## src/rtl/bus_control.sv

```systemverilog
// Sequencer and register file for the shared 16-bit processor bus.
// It fetches 9-bit instructions, steps the mux select and writes R0-R7, A and G from the bus.
module bus_control #(
   parameter int WORD = 16,
   parameter int K    = 9
) (
   input  logic              i_clk,
   input  logic              i_rst,
   input  logic              i_run,
   input  logic [WORD-1:0]   i_din,
   input  logic [WORD-1:0]   i_bus,
   output logic [3:0]        o_select,
   output logic [WORD*K-1:0] o_registers_flat,
   output logic              o_done
);

   // state | meaning
   // T0    | idle / fetch: IR <- din[8:0] when run is high
   // T1    | mv/mvi write Rx, add/sub capture A, NOP completes
   // T2    | add/sub: G <- A +/- Ry
   // T3    | add/sub: Rx <- G
   typedef enum logic [1:0] {
      T0 = 2'd0,
      T1 = 2'd1,
      T2 = 2'd2,
      T3 = 2'd3
   } state_t;

   localparam logic [3:0] SEL_G    = 4'd8;
   localparam logic [3:0] SEL_DIN  = 4'd9;
   localparam logic [3:0] SEL_NONE = 4'd15;

   localparam logic [2:0] OP_MV  = 3'b000;
   localparam logic [2:0] OP_MVI = 3'b001;
   localparam logic [2:0] OP_ADD = 3'b010;
   localparam logic [2:0] OP_SUB = 3'b011;

   state_t            r_state;
   state_t            w_state_nxt;
   logic [8:0]        r_ir;
   logic [WORD-1:0]   r_reg [8];
   logic [WORD-1:0]   r_a;
   logic [WORD-1:0]   r_g;

   logic [2:0]        w_opcode;
   logic [2:0]        w_x;
   logic [2:0]        w_y;
   logic              w_ir_load;
   logic              w_rx_load;
   logic              w_a_load;
   logic              w_g_load;
   logic [WORD-1:0]   w_alu;
   logic              w_unused_din;

   assign w_opcode     = r_ir[8:6];
   assign w_x          = r_ir[5:3];
   assign w_y          = r_ir[2:0];
   assign w_unused_din = ^i_din[WORD-1:9];

   // Subtraction is plain two's complement; no flags are kept.
   assign w_alu = (w_opcode == OP_SUB) ? (r_a - i_bus) : (r_a + i_bus);

   always_comb begin
      w_state_nxt = r_state;
      o_select    = SEL_NONE;
      o_done      = 1'b0;
      w_ir_load   = 1'b0;
      w_rx_load   = 1'b0;
      w_a_load    = 1'b0;
      w_g_load    = 1'b0;
      case (r_state)
         T0: begin
            if (i_run) begin
               w_ir_load   = 1'b1;
               w_state_nxt = T1;
            end
         end
         T1: begin
            w_state_nxt = T0;
            case (w_opcode)
               OP_MV: begin
                  o_select  = {1'b0, w_y};
                  w_rx_load = 1'b1;
                  o_done    = 1'b1;
               end
               OP_MVI: begin
                  o_select  = SEL_DIN;
                  w_rx_load = 1'b1;
                  o_done    = 1'b1;
               end
               OP_ADD, OP_SUB: begin
                  o_select    = {1'b0, w_x};
                  w_a_load    = 1'b1;
                  w_state_nxt = T2;
               end
               default: begin
                  o_done = 1'b1;
               end
            endcase
         end
         T2: begin
            o_select    = {1'b0, w_y};
            w_g_load    = 1'b1;
            w_state_nxt = T3;
         end
         T3: begin
            o_select    = SEL_G;
            w_rx_load   = 1'b1;
            o_done      = 1'b1;
            w_state_nxt = T0;
         end
         default: begin
            w_state_nxt = T0;
         end
      endcase
   end

   always_ff @(posedge i_clk or posedge i_rst) begin
      if (i_rst) begin
         r_state <= T0;
         r_ir    <= '0;
         r_a     <= '0;
         r_g     <= '0;
      end else begin
         r_state <= w_state_nxt;
         if (w_ir_load) r_ir <= i_din[8:0];
         if (w_a_load)  r_a  <= i_bus;
         if (w_g_load)  r_g  <= w_alu;
      end
   end

   // A is captured in T1 before any Rx write, so X = Y aliasing needs no special case.
   always_ff @(posedge i_clk or posedge i_rst) begin
      if (i_rst) begin
         for (int i = 0; i < 8; i++) r_reg[i] <= '0;
      end else if (w_rx_load) begin
         r_reg[w_x] <= i_bus;
      end
   end

   for (genvar g = 0; g < 8; g++) begin : g_flat
      assign o_registers_flat[g*WORD +: WORD] = r_reg[g];
   end
   assign o_registers_flat[8*WORD +: WORD] = r_g;

endmodule

```

## config.mk

```make
export PLATFORM = sky130hd
export DESIGN_NAME = bus_control
export DESIGN_NICKNAME = d
export VERILOG_FILES = /design/src/rtl/bus_control.sv
export SDC_FILE = /design/constraint.sdc
export NUM_CORES = 1
export LEC_CHECK = 0
export ABC_AREA = 1
export ABC_CLOCK_PERIOD_IN_PS = 7120
export BUFFER_PORTS_ARGS = -buffer_cell sky130_fd_sc_hd__buf_2
export CAP_MARGIN = 15
export CELL_PAD_IN_SITES_DETAIL_PLACEMENT = 0
export CELL_PAD_IN_SITES_GLOBAL_PLACEMENT = 1
export CORE_UTILIZATION = 40
export CTS_BUF_LIST = sky130_fd_sc_hd__clkbuf_2
export DETAILED_ROUTE_END_ITERATION = 8
export PLACE_DENSITY = 0.91
export SLEW_MARGIN = 40
export SYNTH_ARGS = -nofsm -noshare
export SYNTH_HDL_FRONTEND = slang
export SYNTH_SLANG_ARGS = --single-unit
```

## constraint.sdc

```tcl
create_clock -name i_clk -period 7.12 [get_ports i_clk]
set_input_delay 1.068 -clock i_clk [delete_from_list [all_inputs] [get_ports i_clk]]
set_output_delay 1.068 -clock i_clk [all_outputs]
set_load 0.02 [all_outputs]
```

== Yosys cells after proc, flatten, opt, wreduce, memory -nomap -nowiden ==
Cells that the tools add are included.

* Reduce and logical (&&, ||, !) cells: 5
* Bitwise operators: 1
* $add $sub $neg: 2
* Order comparisons: 2
* Equality and inequality tests: 7
* Mux-type cells: 18

{| class="wikitable"
|+ Operators with widths
! operator !! count
|-
| bitwise mux 128 bit || 1
|-
| demux 16 bit (select 3 bit) || 1
|-
| two-way mux 16 bit || 2
|-
| case mux 4 bit (3 select lines) || 2
|-
| adder 16 bit || 1
|-
| subtractor 16 bit || 1
|-
| case mux 2 bit (4 select lines) || 1
|-
| two-way mux 1 bit || 7
|-
| equality test 3 x 2 -> 1 bit, second input constant || 2
|-
| equality test 2 bit, second input constant || 2
|-
| >= comparator 4 bit, second input constant || 1
|-
| less-than comparator 4 x 1 -> 1 bit, second input constant || 1
|-
| two-way mux 2 bit || 2
|-
| NOT 3 -> 4 bit || 1
|-
| case mux 1 bit (2 select lines) || 2
|-
| OR reduction 2 bit || 2
|-
| equality test 3 x 1 -> 1 bit, second input constant || 1
|-
| logical NOT 3 bit || 1
|-
| equality test 2 x 1 -> 1 bit, second input constant || 1
|-
| logical NOT 2 bit || 1
|-
| != test 2 bit, second input constant || 1
|-
| logical AND 1 bit || 1
|}

* Bits in registers: 171
* Logic and storage cells: 47
* Input port bits: 35

== Longest topological paths before layout ==
* Depth after elaboration: 6
* Gate-level depth with buffers: 21
* Depth with buffers taken out: 20

== Least setup slack after synthesis ==
Ideal clock, no wire load.

* Kind: in2reg
* Start: in i_bus[1]
* End: reg r_g[15]
* Arrival time: 3,217 ps
* Required time: 7,002 ps
* Setup slack: 3,785 ps
* Library setup time: 118 ps
* Path buffers: 1
* Cell stages on the path: 21
* Cells stage by stage: inv_1 > clkbuf_1 > ha_1 > inv_1 > nor3_1 > nand2_1 > nand2_1 > o21ai_1 > a21oi_1 > xor2_1 > ha_1 > nand2_1 > inv_1 > nand2_1 > nand2_1 > inv_1 > nand2_1 > a21oi_1 > nand2_1 > nand3_1 > nand2_1

* Longest elaborated chain between the ends: 2
* Elaborated cells on any way between the ends: 3

{| class="wikitable"
|+ Ends and longest elaborated chain
! element !! line !! RTL
|-
| start: declaration || 11 || <nowiki>input logic [WORD-1:0] i_bus,</nowiki>
|-
| adder 16 bit / subtractor 16 bit (equally long branches) || 61 || <nowiki>assign w_alu = (w_opcode == OP_SUB) ? (r_a - i_bus) : (r_a + i_bus);</nowiki>
|-
| two-way mux 16 bit (*) || 61 ||
|-
| end signal: assignment || 128 || <nowiki>if (w_g_load) r_g <= w_alu;</nowiki>
|-
| end: declaration || 43 || <nowiki>logic [WORD-1:0] r_g;</nowiki>
|}

Every way passes the cells marked *; elsewhere a longest branch is shown, timed or not.
A chain may end at the register's enable or synchronous reset.

==> results.md <==
- Status: finished, violations left
- Failing checks: DRC
- Critical path class: flop to output pin
- Layout Area Growth over Synthesis: 17.6%
- Final worst slack: around 3.7 ns
- IO buf count: roughly 180
- Avg Synthesized Cell Area: between 8 and 9 sq um
- Die Ht: around 140 um
- Register-to-Register Path Depth: 17
- Resized cells post-CTS: 0
- Core Box Area: 18100 sq um
- Global placer's final weighted congestion: slightly below 0.9
- # nets final: 1042
- CTS buffer count: 17
- Inst Count DP: between 1000 and 1500
- H-tree Lvls: 4
- Dpl hpwl: 14200 um
- Fin crit share: between 40% and 50%
- Overflow after GRT: 0
- Number of synthesized register bits: about 170
- CP required: roughly 6 ns
- EDFF count, synth: 0
- Most frequent cells in the layout: nand2_1, buf_2, dfrtp_1, o21ai_1, inv_1
- Pin count of the biggest net entering global routing: roughly 110
- Initial antenna violation count: 1
- CP delay by family, top: flip-flops
- DR vias: roughly 6000
- Synthesized cell area: 7450 sq um
- Maximum VDD drop: ~240 uV
- Post-synthesis sequential area ratio: a little under three fifths
- Maximum Capacitance Violations: 0
- Die width: between 100 and 150 um
- Pleak: ~4.6 nW
- Worst Hold Slack: around 0.27 ns
- # hold bufs at CTS: 0
- Synth area leader: dfrtp_1
- Vias in the first global route: 5683
- RR Endpoint: r_g[11]
- Total Routing Usage GR: 22.4%
- Reg2Reg Setup Slack: 4.36 ns
- Peak Freq: roughly 300 MHz
- Initial DRT Pass Iterations: 7
- Commonest non-fill, non-tap cell in the layout: nand2_1
- Num rows: approximately 50
- WL final: roughly 21000 um
- CP max-delay cell: dfrtp_1
- Final Setup Violations: 0
- Longest Clk Path Bufs: 2
- Global-route wire length before repair: 32300 um
- Total negative setup slack: 0 ns
- Cell variety after synth: 31
- # IOs: roughly 180
- Ys flop type: dfrtp_1
- Routed WL per cell: around 17 um
- Slowest cell delay on critical path: about 0.53 ns
- Clock Sink Count: 171
- Crit Path Max Fanout: 12
- YS warnings: 0
- Final hold violation count: 0
- Clk Latency, worst-skew pair: slightly above 0.8 ns
- Share of cells above drive strength 1: between 20% and 30%
- Vias per cell: ~5
- Rel. slew slack: 47.2%
- Crit path buf inv count: 2
- Final Core Density: approximately 48%
- Die area: about 19000 sq um
- Root buffer cell: clkbuf_2
- Critical path, cell by cell: inv_2, nor2_2, a21oi_1, buf_2
- HP Class: input pin to asynchronous set/reset pin
- Number of remaining DRC errors: 20
- Non-filler cells, final: roughly 1200
- Fin. max-slew vios: 0
- Startpoint Class: flop
- Initial core utilization: between 40% and 50%
- Cell Pwr Density: 520 nW/um^2
- CTS tree: yes
- Post-Syn Nets: about 900
- Least-Margin Pin Slew: about 0.79 ns
- Final ANT Viol Nets: 0
- Critical R2R Launch: r_ir[7]
- Top cells by area, synth: dfrtp_1, nand2_1, o21ai_1, ha_1, inv_1
- 1st-iter DRT viols: roughly 420
- Synth Instances: between 800 and 900
- RSZ-0062 raised after global routing: no
- Clock-pin transition on the worst setup and hold timing paths: ~0.35 ns
- Fin crit period: 3.38 ns
- Arrival @ worst endpoint: 2.32 ns
- Worst Skew: between 0.06 and 0.07 ns
- Critical Path Sink Type: output pin
- Synth top area share: a little under three fifths
- Async set-reset flop share out of synthesis: 100%
- Post-CTS Setup Inserts: 0
- Setup WS pre-CTS: between 3 and 4 ns
## report_power, final
group / leakage, nW / internal, mW / total (mW) / switching [mW]
clock network: 0.158 / 0.130 / 0.551 / 0.422
logic: 2.50 / 0.785 / 2.30 / 1.52
registers: 1.91 / 1.44 / 1.71 / 0.270
total: 4.56 / 2.35 / 4.56 / 2.21
## worst max path at each step
stage,start,endpoint,slack [ns],cells after the start
after floorplan,i_rst,asynchronous set/reset pin,1.42,1
after global placement,i_bus[0],r_g[15],3.14,18
after detailed placement,i_bus[0],r_g[15],3.13,21
after CTS,flop,o_select[3],3.68,4
after global routing,flop,o_select[3],3.51,4
final,flop,o_select[3],3.74,4
## logic make-up (layout without fill, tap and decap cells)
kind of cell / Yosys count / after routing / synth area share [%]
simple gates: 331 / 331 / 18.5
other cells: 0 / 2 / 0
mux: 1 / 1 / 0.151
fa+ha+maj: 17 / 17 / 2.95
compound gates: 196 / 196 / 13.6
flops: 171 / 171 / 57.4
xor+xnor: 19 / 19 / 2.23
buf+inv: 94 / 268 / 5.14
## sequential cells by signal, summed over array words and instances, names as in the netlist, named ones only
register	cells
o_registers_flat	128
r_state	1
r_g	16
r_ir	9
r_a	16
## area by class of cell
type	count	area [sq um]
diodes	2	5.00
clock buffers	17	85.1
flip-flops and latches	171	4280
fillers	1814	9320
inverters	59	234
well taps	229	287
multi-input cells	564	2810
clock inverters	15	181
repair buffers	177	892
## synthesized netlist by cell type (all sizes together) (2+ instances only)
master and instances:
a21oi 29, a31oi 2, buf 24, clkbuf 11, clkinv 5, dfrtp 171, ha 16, inv 54
nand2 246, nand3 23, nand3b 4, nand4 11, nor2 41, nor3 2, o21ai 159, o21bai 2
o221ai 2, or2 3, xnor2 5, xor2 14
## metal layers
metal	vias up	routed length, um	GRT usage [%]
met5	-	0	0
met4	0	163	4.26
met2	152	9540	36.1
met3	16	1510	7.07
li1	3038	-	-
met1	2831	9550	29.9
## through the flow
step	power, mW	instance area [sq um]
final	4.56	8770
after global routing	4.93	8770
after global placement	3.99	8470
after floorplan	3.29	7450
after CTS	4.59	8750
after detailed placement	4.04	8480
(Power assumes the default switching activity.)
